==> config.mk <==
export PLATFORM = sky130hd
export DESIGN_NAME = asteroid_scheduler
export DESIGN_NICKNAME = d
export VERILOG_FILES = /design/src/rtl/game_pkg.sv /design/src/rtl/asteroid_scheduler_spawn_lfsr.sv /design/src/rtl/asteroid_scheduler.sv
export SDC_FILE = /design/constraint.sdc
export NUM_CORES = 1
export LEC_CHECK = 0
export BUFFER_PORTS_ARGS = -buffer_cell sky130_fd_sc_hd__buf_2
export CAP_MARGIN = 20
export CORE_UTILIZATION = 55
export CTS_CLUSTER_DIAMETER = 40
export DETAILED_ROUTE_END_ITERATION = 10
export GPL_ROUTABILITY_DRIVEN = 0
export HOLD_SLACK_MARGIN = 0.03
export PLACE_DENSITY = 0.85
export SKIP_LAST_GASP = 1
export SYNTH_ARGS = -nofsm -noshare
export SYNTH_HDL_FRONTEND = slang
export SYNTH_SLANG_ARGS = --single-unit
==> constraint.sdc <==
create_clock -name clk -period 12.16 [get_ports clk]
set_clock_uncertainty 0.1 [all_clocks]
set_input_delay 0.608 -clock clk [delete_from_list [all_inputs] [get_ports clk]]
set_output_delay 0.608 -clock clk [all_outputs]
set_load 0.01 [all_outputs]
==> src/rtl/game_pkg.sv <==
// Shared game definitions: state encoding, coordinate widths, LFSR seed/taps
// and the BCD digit type used by the score and HEX decoders.
package game_pkg;

  typedef enum logic [1:0] {
    ST_IDLE = 2'b00,
    ST_PLAY = 2'b01,
    ST_OVER = 2'b10
  } game_state_t;

  localparam int X_W    = 10;
  localparam int Y_W    = 11;
  localparam int LFSR_W = 9;

  localparam logic [LFSR_W-1:0] LFSR_SEED = 9'h1A5;
  // Feedback taps: bits 8, 6, 5, 4
  localparam logic [LFSR_W-1:0] LFSR_TAPS = 9'h170;

  typedef logic [3:0] bcd_t;

  // One LFSR step; an all-zero state is treated as a lockup and reloads the seed.
  function automatic logic [LFSR_W-1:0] lfsr_adv(input logic [LFSR_W-1:0] d,
                                                 input logic [LFSR_W-1:0] seed);
    logic [LFSR_W-1:0] r;
    if (d == '0) r = seed;
    else         r = {d[LFSR_W-2:0], ^(d & LFSR_TAPS)};
    return r;
  endfunction

endpackage

==> src/rtl/asteroid_scheduler_spawn_lfsr.sv <==
// Spawn-position LFSR: advances 0..MAX_STEPS times per cycle, with zero-state guard.
module spawn_lfsr #(
  parameter int          MAX_STEPS = 8,
  parameter int          STEP_W    = 4,
  parameter logic [8:0]  SEED      = game_pkg::LFSR_SEED
) (
  input  logic              clk,
  input  logic              reset,
  input  logic [STEP_W-1:0] step,
  output logic [8:0]        value
);
  import game_pkg::*;

  logic [8:0] nxt;

  always_comb begin
    nxt = value;
    for (int unsigned i = 0; i < MAX_STEPS; i++) begin
      if (i < 32'(step)) nxt = lfsr_adv(nxt, SEED);
    end
    if (nxt == '0) nxt = SEED;
  end

  always_ff @(posedge clk) begin
    if (reset) value <= SEED;
    else       value <= nxt;
  end

endmodule

==> src/rtl/asteroid_scheduler.sv <==
// Game-flow controller and asteroid slot scheduler (IDLE/PLAY/OVER, hits, BCD score).
// Optional ASTEROID_SPEEDUP_EN: movement step grows with the score tens digit.
module asteroid_scheduler #(
  parameter int          NUM_AST   = 4,
  parameter int          AST_SIZE  = 25,
  parameter int          SPAWN_Y   = -25,
  parameter int          SPAWN_GAP = 50,
  parameter int          Y_LIMIT   = 450,
  parameter int          X_OFFSET  = 40,
  parameter logic [8:0]  LFSR_SEED = 9'h1A5
) (
  input  logic                  clk,
  input  logic                  reset,
  input  logic                  tick,
  input  logic                  start,
  input  logic                  hit_valid,
  input  logic [NUM_AST-1:0]    hit_mask,
  output logic                  hit_ack,
  output logic [2:0]            hit_idx,
  output logic [NUM_AST-1:0]    ast_active,
  output logic [NUM_AST*10-1:0] ast_x,
  output logic [NUM_AST*11-1:0] ast_y,
  output logic [3:0]            score_ones,
  output logic [3:0]            score_tens,
  output logic [1:0]            state,
  output logic                  game_over
);
  import game_pkg::*;

  localparam int STEP_W = 4;
  localparam logic signed [Y_W-1:0] SPAWN_Y_V = Y_W'(SPAWN_Y);
  localparam logic signed [Y_W-1:0] Y_LIM_V   = Y_W'(Y_LIMIT);
  localparam logic [X_W-1:0]        X_OFF_V   = X_W'(X_OFFSET);
  localparam logic [X_W-1:0]        X_MAX_V   = X_W'(640 - AST_SIZE - 1);

  game_state_t               st_q;
  logic [NUM_AST-1:0]        active_q;
  logic [X_W-1:0]            x_q   [NUM_AST];
  logic signed [Y_W-1:0]     y_q   [NUM_AST];
  bcd_t                      ones_q, tens_q;
  logic                      ack_q, over_q;
  logic [2:0]                idx_q;

  logic [LFSR_W-1:0]         lfsr_q;
  logic [LFSR_W-1:0]         ahead [NUM_AST];
  logic [X_W-1:0]            spawn_x [NUM_AST];
  logic [STEP_W-1:0]         lfsr_step;

  logic [NUM_AST-1:0]        eff;
  logic                      hit_win;
  logic [2:0]                hit_k;
  logic signed [Y_W-1:0]     y_step;
  logic signed [Y_W-1:0]     y_upd [NUM_AST];
  logic                      escape;
  logic                      do_init;

  spawn_lfsr #(
    .MAX_STEPS (NUM_AST),
    .STEP_W    (STEP_W),
    .SEED      (LFSR_SEED)
  ) u_lfsr (
    .clk   (clk),
    .reset (reset),
    .step  (lfsr_step),
    .value (lfsr_q)
  );

  // ahead[i] is the LFSR value after i+1 steps; slot i of an init takes ahead[i].
  always_comb begin
    ahead[0] = lfsr_adv(lfsr_q, LFSR_SEED);
    for (int unsigned i = 1; i < NUM_AST; i++) ahead[i] = lfsr_adv(ahead[i-1], LFSR_SEED);
    for (int unsigned i = 0; i < NUM_AST; i++) begin
      spawn_x[i] = X_OFF_V + X_W'(ahead[i]);
      if (spawn_x[i] > X_MAX_V) spawn_x[i] = X_MAX_V;
    end
  end

  always_comb begin
    eff     = (st_q == ST_PLAY && hit_valid) ? (hit_mask & active_q) : '0;
    hit_win = 1'b0;
    hit_k   = '0;
    for (int unsigned i = 0; i < NUM_AST; i++) begin
      if (eff[i] && !hit_win) begin
        hit_win = 1'b1;
        hit_k   = 3'(i);
      end
    end
  end

  always_comb begin
`ifdef ASTEROID_SPEEDUP_EN
    y_step = (tens_q >= 4'd3) ? Y_W'(4) : Y_W'(tens_q) + Y_W'(1);
`else
    y_step = Y_W'(1);
`endif
    escape = 1'b0;
    for (int unsigned i = 0; i < NUM_AST; i++) begin
      y_upd[i] = tick ? y_q[i] + y_step : y_q[i];
      if (active_q[i] && !(hit_win && hit_k == 3'(i)) && y_upd[i] >= Y_LIM_V) escape = 1'b1;
    end
  end

  always_comb begin
    do_init   = (st_q != ST_PLAY) && start;
    lfsr_step = '0;
    if (do_init)      lfsr_step = STEP_W'(NUM_AST);
    else if (hit_win) lfsr_step = STEP_W'(1);
  end

  always_ff @(posedge clk) begin
    if (reset) begin
      st_q     <= ST_IDLE;
      active_q <= '0;
      for (int unsigned i = 0; i < NUM_AST; i++) begin
        x_q[i] <= '0;
        y_q[i] <= '0;
      end
      ones_q <= '0;
      tens_q <= '0;
      ack_q  <= 1'b0;
      idx_q  <= '0;
      over_q <= 1'b0;
    end else begin
      ack_q <= 1'b0;
      case (st_q)
        ST_PLAY: begin
          if (hit_win) begin
            ack_q <= 1'b1;
            idx_q <= hit_k;
            if (ones_q == 4'd9) begin
              if (tens_q != 4'd9) begin
                ones_q <= '0;
                tens_q <= tens_q + 4'd1;
              end
            end else begin
              ones_q <= ones_q + 4'd1;
            end
          end
          // A hit slot respawns instead of moving, which also cancels its escape.
          for (int unsigned i = 0; i < NUM_AST; i++) begin
            if (hit_win && hit_k == 3'(i)) begin
              y_q[i] <= SPAWN_Y_V;
              x_q[i] <= spawn_x[0];
            end else if (active_q[i]) begin
              y_q[i] <= y_upd[i];
            end
          end
          if (escape) begin
            st_q   <= ST_OVER;
            over_q <= 1'b1;
          end
        end
        default: begin
          if (do_init) begin
            st_q     <= ST_PLAY;
            over_q   <= 1'b0;
            active_q <= '1;
            ones_q   <= '0;
            tens_q   <= '0;
            for (int unsigned i = 0; i < NUM_AST; i++) begin
              y_q[i] <= Y_W'(SPAWN_Y - SPAWN_GAP * int'(i));
              x_q[i] <= spawn_x[i];
            end
          end
        end
      endcase
    end
  end

  for (genvar g = 0; g < NUM_AST; g++) begin : g_pack
    assign ast_x[g*X_W +: X_W] = x_q[g];
    assign ast_y[g*Y_W +: Y_W] = y_q[g];
  end

  assign ast_active = active_q;
  assign score_ones = ones_q;
  assign score_tens = tens_q;
  assign hit_ack    = ack_q;
  assign hit_idx    = idx_q;
  assign state      = st_q;
  assign game_over  = over_q;

endmodule

==> impl_metrics.yaml <==
worst_setup_path:
  crit_chain: "inv_1, ha_1, or3b_1, o31ai_4, inv_1, ha_1, or4b_1, or2_1, o31a_1, ha_1, nor4b_1, nand3_1, a2111oi_2, nor2_1, ha_1, a21oi_1, a211oi_1, nor2_1, or2_1, o22ai_1"
  rr_worst_depth: 20
  rrSetupSlack_ps: 6120
  worstPathArrival_ps: 6000
  crit_buf_inv: 2
  critPathMostFrequentCell: "ha_1"
  cp_slowest_cell: "a2111oi_2"
  crit_family: "compound AO/OA/AOI/OAI gates"
  r2r_end: "x_q[2][3]"
  cp-end-kind: "flip-flop"
  worstSetupPathType: "flip-flop to flip-flop"
  required_ps: 12120
  crit_fanout: 9
  r2r-start: "u_lfsr.value[4]"
  startpoint_type: "flip-flop"
  max_stage_delay_ps: 750
logic_synthesis:
  syn_nets: 850
  ys_async_sr_fraction_pct: 0
  synth_edf_count: 62
  synth_top_area_share_pct: 26.0
  ys_warn_count: 0
  ys_types: 90
  netlist_area_mm2: 0.00716
  synthTopCellsByArea: "edfxtp_1 (26%), dfxtp_1 (13%), nor2_1 (5.9%)"
  synth.avg_cell_area_um2: 8.74
  synth_area_leader_cell: "edfxtp_1"
  netlist_instances: 819
  yosysMostFrequentCell: "nor2_1"
  yosys-top-cells-count: "nor2_1 (113), a21oi_1 (70), edfxtp_1 (62)"
  ys.flop_type: "edfxtp_1"
  yosysSeqAreaShare_pct: 38.6
  synth_seq_cells: 107
pwr:
  combPwrFrac_pct: 31.3
  p_seq_share_pct: 42.5
  power.leakage_nw: 3.12
  power_switching_w: 0.000406
  swShare_pct: 36.9
  clkPwrFrac_pct: 26.3
  vdd_drop_max_mv: 0.103
  internal-power_w: 0.000695
  powerDensity_mw_per_mm2: 138
place:
  dp.cells: 1047
  hpwl_um: 13700
  pre_cts_ws_ps: 6280
  post_dp_cell_area_mm2: 0.00768
  io_buffers: 110
routing:
  post_drt_wl_per_cell_um: 18.3
  totalWireLength_um: 19500
  vias_per_cell: 6.44
  route.detailed.drc: 0
  first_pass_iters: 10
  vias: 6850
  drtIter0Drc: 877
  ant_nets: 0
global_route:
  grt_usage_pct: 29.3
  grt_overflow: 0
  grt_pass1_vias: 6045
  grt_max_degree: 49
  grt_pass1_wl_um: 30700
  antenna_found_initial: 0
finish:
  fillCellCount: 1050
  drive_gt1_share_pct: 19.0
  fin_cells: 1063
  multi_input_area_mm2: 0.00405
  nets: 917
  fin_area_mm2: 0.00797
  num_antenna_cells: 0
  regArea_mm2: 0.00276
  area_growth_pct: 11.4
floorplanning:
  fp.dieH_um: 116
  start_util_pct: 56.5
  coreArea_mm2: 0.0127
  pin_count: 112
  row_count: 41
  die-area_mm2: 0.0135
  die_w_um: 116
clock_tree:
  clockBufferDepth: 2
  clk_latency_ps: 360
  cts_setup_buffers: 0
  path_clk_slew_ps: 80
  cts_tree: "built"
  clock_sinks: 107
  numCtsBuffers: 9
  htreeDepth: 3
  ctsHoldBuffers: 0
  cts_resized: 0
  clockRootBuffer: "clkbuf_16"
timing:
  hold_viol_final: 0
  min_period_over_period_pct: 49.7
  finalWorstSetupSlack_ps: 6120
  min_period_ps: 6040
  maxSlewHeadroom_pct: 35.4
  fmax_ghz: 0.166
  worstMarginPinSlew_ps: 969
  slew_viol_final: 0
  setup_viol: 0
  rsz0062_at_grt: "false"
  fin_setup_tns_ps: 0
hold_path:
  hold_path_class: "flip-flop to flip-flop"
  worstHoldPathCells: 2
  worstHoldEndpoint: "hit_idx[1]"
  hp-start: "hit_idx[1]"
job:
  drv_cap: 0
run_status:
  status: "finished, final reports clean"
==> metal layers <==
layer	up-vias	track usage, %	share of wire (%)
li1	3176	-	-
met1	3132	40.9	43
met2	458	43.8	43
met3	84	5.49	9.7
met4	0	13.9	3.7
met5	-	0	0
==> registers in the layout (all words and copies together) (netlist names) <==
signal and cells:
u_lfsr.value 9, score_tens 4, state 2, x_q 40, score_ones 4, ast_active 1, hit_idx 2, hit_ack 1
y_q 44
==> per-stage QoR <==
step                power [W]  hold WS (ps)  utilization (%)
finish                0.00110           414             62.9
global route          0.00114           440             62.9
CTS                   0.00109           431             62.9
detailed placement   0.000806           418             60.6
global placement     0.000802           403             60.6
floorplan            0.000712           411                -
==> worst max path at each step <==
stage	from	to	slack (ps)	cells after the start
after global routing	u_lfsr.value[4]	x_q[2][3]	5710	20
after global placement	u_lfsr.value[4]	x_q[3][3]	6480	20
final	u_lfsr.value[4]	x_q[2][3]	6120	20
after CTS	u_lfsr.value[4]	x_q[2][3]	6220	20
after detailed placement	u_lfsr.value[4]	x_q[2][3]	6280	20
after floorplan	u_lfsr.value[4]	x_q[2][8]	6910	23
==> power by group through the flow <==
| stage | combinational, W | sequential, W | clock (W) |
|---|---|---|---|
| 2_1_floorplan | 0.000241 | 0.000471 | 0 |
| 3_3_place_gp | 0.000328 | 0.000474 | 0 |
| 3_5_place_dp | 0.000332 | 0.000474 | 0 |
| 4_1_cts | 0.000334 | 0.000466 | 0.000287 |
| 5_1_grt | 0.000372 | 0.000472 | 0.000301 |
| 6_report | 0.000344 | 0.000467 | 0.000289 |
==> cell usage in the layout (no fill, tap or decap), types with 6 or more instances in the layout <==
master     netlist  layout
buf_2            8     110
or3_1           14      14
o21ai_0         37      37
clkbuf_16        0       9
nand2_1         50      50
o22ai_1         27      27
and3_1          12      12
a21oi_1         70      70
a221oi_1         8       8
xnor2_1         31      31
or2_2            7       7
nor3_1          25      25
xor2_1          21      21
nor4_1           8       8
and2_1           7       7
ha_1            22      22
nor2_1         113     113
dfxtp_1         45      45
edfxtp_1        62      62
mux2i_1          7       7
nand4_1         13      13
a211oi_1        10      10
inv_1           20      20
a31oi_1         11      11
nand3_1         25      25
nand2b_1         7       7
o31ai_1          6       6
==> tightest hold or removal path: stages (launching register included) <==
cell and delay [ps]:
dfxtp_1 320, nor2_1 100, nor3_1 50
==> final cells by class <==
class                           count  area share [%]
Clock buffer                        9            2.83
Tap cell                          172            2.70
Inverter                           22            1.04
Sequential cell                   107            34.7
Timing Repair Buffer              113            7.19
Clock inverter                      7           0.785
Multi-Input combinational cell    633            50.8
==> logic make-up (layout without fill, tap and decap cells) <==
group           Yosys count  count (layout)  synth area share (%)
mux                       8               8                  1.14
compound gates          220             220                  20.8
buf+inv                  79             151                  4.86
flops                   107             107                  38.6
simple gates            328             328                  23.8
fa+ha+maj                22              22                  3.85
xor+xnor                 54              54                  6.91
other cells               1               1                0.0524
Power figures use the tool's default switching activity.
